==> config.mk <==
export PLATFORM = sky130hd
export DESIGN_NAME = sram_arbiter
export DESIGN_NICKNAME = d
export VERILOG_FILES = /design/src/rtl/sram_arbiter.sv
export SDC_FILE = /design/constraint.sdc
export NUM_CORES = 1
export LEC_CHECK = 0
export BUFFER_PORTS_ARGS = -buffer_cell sky130_fd_sc_hd__clkbuf_2
export CAP_MARGIN = 25
export CORE_AREA = 2 2 107 109
export CTS_CLUSTER_DIAMETER = 150
export DETAILED_ROUTE_END_ITERATION = 10
export DIE_AREA = 0 0 109 111
export PLACE_DENSITY = 0.68
export REMOVE_ABC_BUFFERS = 1
export SETUP_SLACK_MARGIN = 0.02
export SLEW_MARGIN = 25
export SYNTH_ARGS = -nofsm -noshare
export SYNTH_HDL_FRONTEND = slang
export SYNTH_SLANG_ARGS = --single-unit
export TNS_END_PERCENT = 5
==> constraint.sdc <==
create_clock -name clk -period 2.3 [get_ports clk]
set_clock_uncertainty 0.15 [all_clocks]
set_input_delay 0.345 -clock clk [delete_from_list [all_inputs] [get_ports clk]]
set_output_delay 0.345 -clock clk [all_outputs]
set_load 0.01 [all_outputs]
==> src/rtl/sram_arbiter.sv <==
// rtl/sram_arbiter.sv - shares one single-port synchronous SRAM between fetch and data ports
//
// Ports:
//   clk, resetn                   clock, synchronous active-low reset
//   inst_req/inst_addr            fetch request and address
//   inst_addr_ok                  fetch granted this cycle (combinational)
//   inst_data_ok/inst_rdata       fetch response pulse and data (registered)
//   data_req/data_wr/data_wstrb   data request, write flag, byte enables
//   data_addr/data_wdata          data address and write data
//   data_addr_ok                  data granted this cycle (combinational)
//   data_data_ok/data_rdata       data response pulse and read data (registered)
//   sram_en/sram_we/sram_addr     SRAM strobe, byte write enables, address
//   sram_wdata/sram_rdata         SRAM write and read data
//   busy                          FSM is not idle

module sram_arbiter #(
  parameter int MEM_LAT      = 1,
  parameter int STARVE_LIMIT = 4
) (
  input  logic        clk,
  input  logic        resetn,
  input  logic        inst_req,
  input  logic [31:0] inst_addr,
  output logic        inst_addr_ok,
  output logic        inst_data_ok,
  output logic [31:0] inst_rdata,
  input  logic        data_req,
  input  logic        data_wr,
  input  logic [3:0]  data_wstrb,
  input  logic [31:0] data_addr,
  input  logic [31:0] data_wdata,
  output logic        data_addr_ok,
  output logic        data_data_ok,
  output logic [31:0] data_rdata,
  output logic        sram_en,
  output logic [3:0]  sram_we,
  output logic [31:0] sram_addr,
  output logic [31:0] sram_wdata,
  input  logic [31:0] sram_rdata,
  output logic        busy
);

  typedef enum logic [1:0] {
    ST_IDLE = 2'd0,
    ST_WAIT = 2'd1,
    ST_RESP = 2'd2
  } state_t;

  localparam logic [2:0] LAT_INIT   = 3'(MEM_LAT - 1);
  localparam logic [3:0] STARVE_MAX = 4'(STARVE_LIMIT);

  state_t      state_q, state_d;
  logic [2:0]  lat_cnt_q, lat_cnt_d;
  logic [3:0]  starve_cnt_q, starve_cnt_d;
  logic        owner_data_q, owner_data_d;
  logic        wr_q, wr_d;
  logic        inst_ok_q, inst_ok_d;
  logic        data_ok_q, data_ok_d;
  logic [31:0] inst_rdata_q, inst_rdata_d;
  logic [31:0] data_rdata_q, data_rdata_d;

  logic grant_window;
  logic inst_wins;
  logic grant_inst;
  logic grant_data;
  logic grant_any;

  // Grants are only possible in IDLE or RESP; RESP grants give back-to-back throughput.
  assign grant_window = resetn && ((state_q == ST_IDLE) || (state_q == ST_RESP));
  // Data has priority unless fetch has been passed over STARVE_LIMIT times in a row.
  assign inst_wins    = inst_req && (!data_req || (starve_cnt_q == STARVE_MAX));
  assign grant_inst   = grant_window && inst_wins;
  assign grant_data   = grant_window && data_req && !inst_wins;
  assign grant_any    = grant_inst || grant_data;

  assign inst_addr_ok = grant_inst;
  assign data_addr_ok = grant_data;
  assign sram_en      = grant_any;
  assign sram_we      = (grant_data && data_wr) ? data_wstrb : 4'b0000;
  assign sram_addr    = grant_data ? data_addr : (grant_inst ? inst_addr : 32'h0);
  assign sram_wdata   = grant_data ? data_wdata : 32'h0;

  // Registered responses are masked while reset is asserted so every output reads 0.
  assign inst_data_ok = resetn && inst_ok_q;
  assign data_data_ok = resetn && data_ok_q;
  assign inst_rdata   = resetn ? inst_rdata_q : 32'h0;
  assign data_rdata   = resetn ? data_rdata_q : 32'h0;
  assign busy         = resetn && (state_q != ST_IDLE);

  always_comb begin
    starve_cnt_d = starve_cnt_q;
    if (!inst_req || grant_inst) begin
      starve_cnt_d = 4'd0;
    end else if (grant_data && (starve_cnt_q < STARVE_MAX)) begin
      starve_cnt_d = starve_cnt_q + 4'd1;
    end
  end

  always_comb begin
    state_d      = state_q;
    lat_cnt_d    = lat_cnt_q;
    owner_data_d = owner_data_q;
    wr_d         = wr_q;
    // Response registers default low so data_ok is a single-cycle pulse.
    inst_ok_d    = 1'b0;
    data_ok_d    = 1'b0;
    inst_rdata_d = 32'h0;
    data_rdata_d = 32'h0;
    case (state_q)
      ST_IDLE, ST_RESP: begin
        if (grant_any) begin
          state_d      = ST_WAIT;
          lat_cnt_d    = LAT_INIT;
          owner_data_d = grant_data;
          wr_d         = grant_data && data_wr;
        end else begin
          state_d = ST_IDLE;
        end
      end
      ST_WAIT: begin
        if (lat_cnt_q == 3'd0) begin
          state_d = ST_RESP;
          if (owner_data_q) begin
            data_ok_d    = 1'b1;
            data_rdata_d = wr_q ? 32'h0 : sram_rdata;
          end else begin
            inst_ok_d    = 1'b1;
            inst_rdata_d = sram_rdata;
          end
        end else begin
          lat_cnt_d = lat_cnt_q - 3'd1;
        end
      end
      default: state_d = ST_IDLE;
    endcase
  end

  always_ff @(posedge clk) begin
    if (!resetn) begin
      state_q      <= ST_IDLE;
      lat_cnt_q    <= 3'd0;
      starve_cnt_q <= 4'd0;
      owner_data_q <= 1'b0;
      wr_q         <= 1'b0;
      inst_ok_q    <= 1'b0;
      data_ok_q    <= 1'b0;
      inst_rdata_q <= 32'h0;
      data_rdata_q <= 32'h0;
    end else begin
      state_q      <= state_d;
      lat_cnt_q    <= lat_cnt_d;
      starve_cnt_q <= starve_cnt_d;
      owner_data_q <= owner_data_d;
      wr_q         <= wr_d;
      inst_ok_q    <= inst_ok_d;
      data_ok_q    <= data_ok_d;
      inst_rdata_q <= inst_rdata_d;
      data_rdata_q <= data_rdata_d;
    end
  end

endmodule

# Word level (Yosys, flattened, before mapping)
# Index checks and enable logic that the tools add are counted.
dict set report totals {
  register_bits 77
  elab_cells 64
}
dict set report classes {
  add_sub_neg 2
  magnitude_cmp 1
  n_eq_ne 6
  n_mux 14
  bitwise_logic 4
  n_reduce_logical 28
}
# operator n
set op_table {}
lappend op_table {{$mux W32} 5}
lappend op_table {{$logic_and A1 B1 Y1} 10}
lappend op_table {{$mux W3} 2}
lappend op_table {{$ne A2 B2 Y1 const B} 3}
lappend op_table {{$pmux W3 S2} 1}
lappend op_table {{$reduce_and A3 Y1} 2}
lappend op_table {{$reduce_or A5 Y1} 1}
lappend op_table {{$add A4 B1 Y4 const B} 1}
lappend op_table {{$eq A4 B3 Y1 const B} 1}
lappend op_table {{$logic_or A1 B1 Y1} 4}
lappend op_table {{$lt A4 B3 Y1 const B} 1}
lappend op_table {{$mux W4} 1}
lappend op_table {{$not A1 Y1} 4}
lappend op_table {{$pmux W2 S2} 1}
lappend op_table {{$reduce_bool A2 Y1} 2}
lappend op_table {{$reduce_or A2 Y1} 2}
lappend op_table {{$reduce_or A4 Y1} 1}
lappend op_table {{$logic_not A1 Y1} 3}
lappend op_table {{$logic_not A3 Y1} 1}
lappend op_table {{$mux W1} 3}
lappend op_table {{$sub A3 B1 Y3 const B} 1}
lappend op_table {{$eq A2 B1 Y1 const B} 1}
lappend op_table {{$eq A2 B2 Y1 const B} 1}
lappend op_table {{$logic_not A2 Y1} 1}
lappend op_table {{other kinds (2)} 2}

# Depth between registers and ports, before layout
# Gate-level depths: netlist of run 1.
dict set report depth {
  depth_word 8
  depth_mapped 7
  mapped_depth_nobuf 6
}

# Worst setup path before layout of run 1
# No wires, ideal clock.
dict set report synth_path {
  path_kind {flip-flop to output port}
  startpoint {reg state_q[0]}
  endpoint {out sram_addr[21]}
  t_arrival_ns 1.372
  required_ns 1.805
  setup_slack_ns 0.433
  path_stages_with_launch 8
  path_buffers 4
  path_cell_list {dfxtp_1 > buf_6 > and2b_2 > buf_2 > buf_2 > buf_2 > nand2_1 > o22ai_1}
}
dict set report synth_via {
  elab_chain_len 6
  word_cells_on_any_way 9
  cone_classes {eq/ne: 1; mux: 2; reduce/logical: 6}
}
# item line
set synth_lines {}
lappend synth_lines {{start: declaration} 52} ;# state_t state_q, state_d;
lappend synth_lines {{start signal: assignment} 150} ;# state_q <= state_d;
lappend synth_lines {{$eq A2 B2 Y1 / $logic_not A2 Y1 (equally long branches)} 69} ;# assign grant_window = resetn && ((state_q == ST_IDLE) || (state_q == ST_RESP));
lappend synth_lines {{$logic_or A1 B1 Y1 (*)} 69}
lappend synth_lines {{$logic_and A1 B1 Y1 (*)} 69}
lappend synth_lines {{$logic_and A1 B1 Y1, on equally long branches} {72, 73}}
lappend synth_lines {{$mux W32 / $logic_and A1 B1 Y1 (equally long branches)} {80, 73}}
lappend synth_lines {{$mux W32 (*)} 80} ;# assign sram_addr = grant_data ? data_addr : (grant_inst ? inst_addr : 32'h0);
lappend synth_lines {{end: declaration} 37} ;# output logic [31:0] sram_addr,
# Every way passes the cells marked *; elsewhere a longest branch is shown, timed or not.

# Worst setup path after layout of run 1
dict set report layout_path {
  startpoint {reg starve_cnt_q[1]}
  endpoint {out sram_addr[15]}
}
dict set report layout_via {
  elab_chain_len 6
  word_cells_on_any_way 8
  cone_classes {eq/ne: 1; mux: 2; reduce/logical: 5}
}
# item line
set layout_lines {}
lappend layout_lines {{start: declaration} 54} ;# logic [3:0] starve_cnt_q, starve_cnt_d;
lappend layout_lines {{start signal: assignment} 152} ;# starve_cnt_q <= starve_cnt_d;
lappend layout_lines {{$eq A4 B3 Y1 (*)} 71} ;# assign inst_wins = inst_req && (!data_req || (starve_cnt_q == STARVE_MAX));
lappend layout_lines {{$logic_or A1 B1 Y1 (*)} 71}
lappend layout_lines {{$logic_and A1 B1 Y1 (*)} 71}
lappend layout_lines {{$logic_and A1 B1 Y1 / $logic_not A1 Y1 (equally long branches)} {72, 73}}
lappend layout_lines {{$mux W32 / $logic_and A1 B1 Y1 (equally long branches)} {80, 73}}
lappend layout_lines {{$mux W32 (*)} 80}
# Marked as above.

==> results of run 1 <==
## layer usage
| metal | routed length, µm | global-route usage | vias up | part of all wire |
|---|---|---|---|---|
| met5 | 0 | 0 | - | 0 |
| met3 | 1220 | 0.0641 | 17 | 0.088 |
| met2 | 6950 | 0.382 | 201 | 0.50 |
| met4 | 250 | 0.0624 | 0 | 0.018 |
| li1 | - | - | 1957 | - |
| met1 | 5420 | 0.260 | 1826 | 0.39 |
## worst max-delay path: stages, from the launching register on
cell,delay [ns]
dfxtp_2,0.33
inv_2,0.06
ha_4,0.11
nand3b_1,0.12
buf_6,0.16
a21o_4,0.25
buf_8,0.16
o22ai_2,0.16
clkbuf_8,0.16
## how the worst max path moves through the flow
| stage | slack (ns) | endpoint | from | depth (start not counted) |
|---|---|---|---|---|
| finish | -0.03 | sram_addr[15] | starve_cnt_q[1]$_SDFFE_PP0P_ | 8 |
| floorplan | -0.42 | sram_addr[0] | starve_cnt_q[0]$_SDFFE_PP0P_ | 5 |
| detailed placement | 0.12 | sram_wdata[10] | starve_cnt_q[0]$_SDFFE_PP0P_ | 7 |
| global route | -0.11 | sram_addr[18] | starve_cnt_q[1]$_SDFFE_PP0P_ | 8 |
| CTS | -0.009 | sram_addr[0] | starve_cnt_q[0]$_SDFFE_PP0P_ | 8 |
| global placement | 0.18 | sram_wdata[10] | starve_cnt_q[0]$_SDFFE_PP0P_ | 7 |
## flip-flops by register name (all words and copies together) (netlist names)
register	cells
lat_cnt_q	3
owner_data_q	1
state_q	2
data_rdata_q	32
inst_ok_q	1
starve_cnt_q	4
wr_q	1
data_ok_q	1
inst_rdata_q	32
## report_power, final
part           internal, W  switching (W)  leakage (nW)
logic             0.000274       0.000311          2.31
clock network     0.000741       0.000560         0.133
registers          0.00137     0.00000900         0.625
## cells in the final DEF, fill, tap and decap left out, types with 3 or more instances in the layout
| cell | count |
|---|---|
| o22ai_2 | 17 |
| buf_4 | 10 |
| buf_2 | 26 |
| nor2_1 | 6 |
| inv_6 | 3 |
| o21a_1 | 3 |
| and2_1 | 132 |
| clkbuf_16 | 10 |
| inv_1 | 9 |
| nor3_1 | 4 |
| buf_6 | 4 |
| buf_12 | 6 |
| clkbuf_2 | 243 |
| nand2_1 | 67 |
| clkbuf_8 | 3 |
| dfxtp_1 | 75 |
| and3_1 | 31 |
| ha_1 | 3 |
| o22ai_4 | 4 |
| o22ai_1 | 12 |
## through the flow
| stage | util | TNS, ns | std cells | total power, W |
|---|---|---|---|---|
| 6_report | 0.521 | -0.461 | 853 | 0.00326 |
| 5_1_grt | 0.521 | -4.01 | 853 | 0.00340 |
| 4_1_cts | 0.511 | -0.0585 | 851 | 0.00328 |
| 3_5_place_dp | 0.460 | 0 | 829 | 0.00192 |
| 3_3_place_gp | 0.460 | 0 | 829 | 0.00191 |
| 2_1_floorplan | - | -15.39 | 399 | 0.00161 |
## what timing repair did
action                                  CTS  global route
cloned                                    2             1
endpoints found under the setup margin   65            66
pin swaps                                 6             8
resized for setup                        40            43
buffers inserted                          4             1
## cells by family (layout without fill, tap and decap cells)
kind of cell | count (synthesis) | after routing
AND/OR/NAND/NOR | 255 | 255
flip-flops | 77 | 77
AO/OA/AOI/OAI | 52 | 52
buffers and inverters | 49 | 322
adder cells (fa/ha/maj) | 4 | 4
## cell type report
cell class	count	area (µm²)	share of cell area
clock buffers	9	225	0.0390
flip-flops and latches	77	1540	0.268
repair buffers	295	1700	0.294
inverters	11	41.3	0.00716
clock inverters	7	55.1	0.00954
multi-input cells	311	2030	0.352
well taps	143	179	0.0310
==> results.json, run 1 <==
{
  "clkTransAtPathRegs_ns": 0.06,
  "drive_gt1_frac": 0.487,
  "placed_area_um2": 5100,
  "synth_cell_type_count": 34,
  "synthTopCellsByArea": "dfxtp_1, and2_1, nand2_1",
  "dp_slack_ns": 0.117,
  "post_synth_xor_area_fraction": 0,
  "fillers": 1053,
  "hp-start": "sram_rdata[17]",
  "failed_checks": "negative setup slack",
  "synth_edf_count": 0,
  "cp-end-kind": "primary output",
  "gp_congestion": 0.944,
  "p_per_area_nw_per_um2": 565,
  "async_flop_share": 0,
  "crit_type": "reg -> out",
  "rsz0062_at_grt": "true",
  "yosysMostFrequentCell": "and2_1",
  "area_delta_synth_final_pct": 61.2,
  "grt_pass1_vias": 3835,
  "fin_area_um2": 5770,
  "leakage_nw": 3.07,
  "cp_data_arrival_time_ns": 1.84,
  "postCtsHoldBufs": 0,
  "overflow": 0,
  "slew_violations": 0,
  "synth_ff_type": "dfxtp_1",
  "drtIter0Drc": 196,
  "io_pins": 275,
  "die-area_um2": 12100,
  "synth_top_area_frac": 0.431,
  "viasPerCell": 4.69,
  "yosys.area_share.adder": 0.0140,
  "cp_data_required_time_ns": 1.80,
  "cp_max_fo": 6,
  "initial_core_util": 0.323,
  "synthMuxAreaShare": 0,
  "synth_compound_area_frac": 0.0958,
  "finalHoldViolCount": 0,
  "grtUsageTotal": 0.220,
  "worstMarginPinSlew_ns": 0.377,
  "synth_top_family_by_area": "simple AND/OR/NAND/NOR gates",
  "synthTopCellsByCount": "and2_1, dfxtp_1, nand2_1, o22ai_1, and3_1",
  "yosysWarningCount": 0,
  "holdWs_ns": 0.0781,
  "antenna_cells": 0,
  "wire_per_inst_um": 16.2,
  "avgSynthCellArea_um2": 8.19,
  "hold_path_depth": 2,
  "cts_made_buffers": 9,
  "status": "finished, violations left",
  "dr_total_vias": 4001,
  "clockBufferDepth": 2,
  "antenna_found_initial": 0,
  "wirelength_mm": 13.8,
  "start_kind": "flop",
  "slew_headroom": 0.748,
  "peakVddDrop_uv": 422,
  "ys_seq_elements": 77,
  "port_buffers": 274,
  "worst_slack_ns": -0.0325,
  "synth_top_area_cell": "dfxtp_1",
  "hold_path.class": "in -> reg",
  "cts.root.buffer_cell": "clkbuf_16",
  "grt_pass1_wl_mm": 20.5,
  "drt_pass1_iterations": 4,
  "cts_tree": "done",
  "rows": 39,
  "rr_worst_depth": 6,
  "synth_area_um2": 3580,
  "clk-insertion-delay-late_ns": 0.32,
  "rr_endpoint": "lat_cnt_q[2]$_SDFFE_PN0P_",
  "core_area_um2": 11100,
  "period_needed_ns": 2.33,
  "yosys.area_share.simple": 0.400,
  "timing.rr.start": "lat_cnt_q[0]$_SDFFE_PN0P_",
  "r2r_setup_slack_ns": 0.44,
  "fmax_mhz": 429,
  "h-tree-depth": 3,
  "cts.sinks": 77,
  "die_h_um": 111,
  "layout.nets": 846,
  "ant_nets": 0,
  "hpwlAfterDp_mm": 10.6,
  "dieWidth_um": 109,
  "synth_seq_area_share": 0.431,
  "drcViolationCount": 0,
  "setup_viol": 25,
  "max_cap_violations": 0,
  "netlist_instances": 437,
  "grt_max_degree": 58,
  "fin_crit_sh": 1.01,
  "worst_hold_path.endpoint": "inst_rdata_q[17]$_SDFF_PP0_"
}
No activity file was read; power rests on OpenSTA's default activity.
==> run 2: changes to the inputs <==
CELL_PAD_IN_SITES_DETAIL_PLACEMENT = 0   (was unset)
CELL_PAD_IN_SITES_GLOBAL_PLACEMENT = 1   (was unset)
CORE_AREA = unset   (was 2 2 107 109)
CORE_UTILIZATION = 27   (was unset)
DIE_AREA = unset   (was 0 0 109 111)
PLACE_DENSITY = unset   (was 0.68)
PLACE_DENSITY_LB_ADDON = 0.1   (was unset)
==> run 2 against run 1 <==
- the flow still finishes with violations (negative setup slack)
- sequential power hardly changed
- cell area is 3.7% higher
- total power is 5.7% higher
- flip-flop and latch count stayed put
- non-clock buffer count is 4 higher
- sequential share of layout area is 0.96 points lower
- via count is 0.22% higher
- largest power group is now clock
- critical path type unchanged
- critical path depth stayed put
- clock power is 13% higher
==> results.json, run 2 (synthesized netlist as in run 1, its figures left out) <==
{
  "core_area_um2": 12800,
  "dieWidth_um": 117,
  "slew_violations": 0,
  "die-area_um2": 13700,
  "fillers": 1305,
  "postCtsHoldBufs": 0,
  "status": "finished, violations left",
  "gp_congestion": 0.798,
  "overflow": 0,
  "cts_tree": "done",
  "rows": 41,
  "ant_nets": 0,
  "p_switching_w": 0.000879,
  "setup_viol": 13,
  "grt_pass1_wl_mm": 19.8,
  "area_delta_synth_final_pct": 67.2,
  "grt_max_degree": 53,
  "clockBufferDepth": 2,
  "cp_data_required_time_ns": 1.80,
  "intPower_w": 0.00257,
  "cp_max_fo": 6,
  "clk-insertion-delay-late_ns": 0.32,
  "io_pins": 275,
  "combinationalPowerShare": 0.174,
  "h-tree-depth": 3,
  "hpwlAfterDp_mm": 10.5,
  "clkTransAtPathRegs_ns": 0.06,
  "fmax_mhz": 431,
  "slew_headroom": 0.749,
  "total_power_w": 0.00345,
  "max_cap_violations": 0,
  "cts.sinks": 77,
  "r2r_setup_slack_ns": 0.44,
  "failed_checks": "negative setup slack",
  "drcViolationCount": 0,
  "period_needed_ns": 2.32,
  "top_regs": "data_rdata_q (32), inst_rdata_q (32), starve_cnt_q (4)",
  "power_switching_share": 0.255,
  "layout_commonest_cell": "clkbuf_2",
  "antenna_found_initial": 0,
  "worst_slack_ns": -0.0221,
  "rsz0062_at_grt": "true",
  "p_seq_frac": 0.399,
  "drtIter0Drc": 171,
  "cp-end-kind": "primary output",
  "fin_crit_sh": 1.01,
  "peakVddDrop_uv": 393,
  "hold_path.class": "in -> reg",
  "drt_pass1_iterations": 4,
  "layout.nets": 850,
  "dp_cells": 857,
  "p_per_area_nw_per_um2": 576,
  "wire_per_inst_um": 15.9,
  "grt_pass1_vias": 3600,
  "die_h_um": 117,
  "pwr-share-clk": 0.427,
  "dr_total_vias": 4010,
  "start_kind": "flop",
  "initial_core_util": 0.280,
  "cts.root.buffer_cell": "clkbuf_16",
  "port_buffers": 274,
  "cts_made_buffers": 9,
  "final_cell_mix": "clkbuf_2, and2_1, dfxtp_1",
  "layoutNonFillerInstCount": 886,
  "finalHoldViolCount": 0,
  "grtUsageTotal": 0.194,
  "crit_type": "reg -> out",
  "wirelength_mm": 14.1,
  "viasPerCell": 4.53,
  "drive_gt1_frac": 0.514,
  "worstMarginPinSlew_ns": 0.377,
  "cp_data_arrival_time_ns": 1.83,
  "leakage_nw": 3.13,
  "antenna_cells": 0
}
## run 2: changes by cell type in the layout (fill, tap and decap cells not counted), moves of 3 or more
cell      previous run  this run
o22ai_2             17        29
and3_4               1         8
and3_1              31        24
o22ai_4              4         1
buf_16               1         4
clkbuf_2           243       231
buf_4               10        14
o22ai_1             12         3
buf_2               26        39
## run 2: timing repair
action                     in CTS  in global routing
cloned                          4                  1
buffers inserted                7                  1
gates resized for setup        30                 75
setup endpoints to repair      70                 70
pin swaps                      10                 26
## run 2: critical path, stage by stage, from the launching register on
cell and delay [ns]:
dfxtp_2 0.32, inv_2 0.06, ha_4 0.12, nand3b_1 0.09
buf_4 0.16, a21o_4 0.27, clkbuf_16 0.18, o22ai_2 0.14
buf_2 0.15
## run 2: final cells by class
type,instances,area [µm²],share of cell area
repair buffers,299,1750,0.292
inverters,11,41.3,0.00690
clock buffers,11,253,0.0422
multi-input cells,311,2120,0.354
well taps,172,215,0.0360
clock inverters,5,66.3,0.0111
flip-flops and latches,77,1540,0.258
## run 2: power groups by stage
stage	registers, W	clock network (W)	logic, W
2_1_floorplan	0.00140	0	0.000208
3_3_place_gp	0.00140	0	0.000501
3_5_place_dp	0.00141	0	0.000506
4_1_cts	0.00138	0.00152	0.000562
5_1_grt	0.00138	0.00159	0.000654
6_report	0.00138	0.00147	0.000599
## run 2: per-stage QoR
| stage | instance area (µm²) | setup slack (ns) | utilization | TNS, ns | hold WS (ns) |
|---|---|---|---|---|---|
| after floorplan | 3410 | -0.416 | - | -15.39 | 0.297 |
| after global placement | 5150 | 0.285 | 0.403 | 0 | 0.324 |
| after detailed placement | 5150 | 0.219 | 0.403 | 0 | 0.335 |
| after CTS | 5760 | -0.0606 | 0.451 | -1.31 | 0.0671 |
| after global routing | 5980 | -0.125 | 0.469 | -5.93 | 0.0714 |
| final | 5980 | -0.0221 | 0.469 | -0.172 | 0.0780 |
## run 2: metal layers
metal / share of wire / global-route usage / vias to the layer above
li1: - / - / 1958
met1: 0.38 / 0.219 / 1883
met2: 0.54 / 0.361 / 161
met3: 0.073 / 0.0597 / 8
met4: 0.0059 / 0.0354 / 0
met5: 0 / 0 / -
## run 2: worst paths after layout
path                           startpoint                          end  cells after the start
max          starve_cnt_q[0]$_SDFFE_PP0P_                sram_addr[12]                      8
min                        sram_rdata[31]  data_rdata_q[31]$_SDFF_PP0_                      2
max reg2reg     lat_cnt_q[0]$_SDFFE_PN0P_   data_rdata_q[4]$_SDFF_PP0_                      7
min reg2reg     lat_cnt_q[0]$_SDFFE_PN0P_    lat_cnt_q[0]$_SDFFE_PN0P_                      2
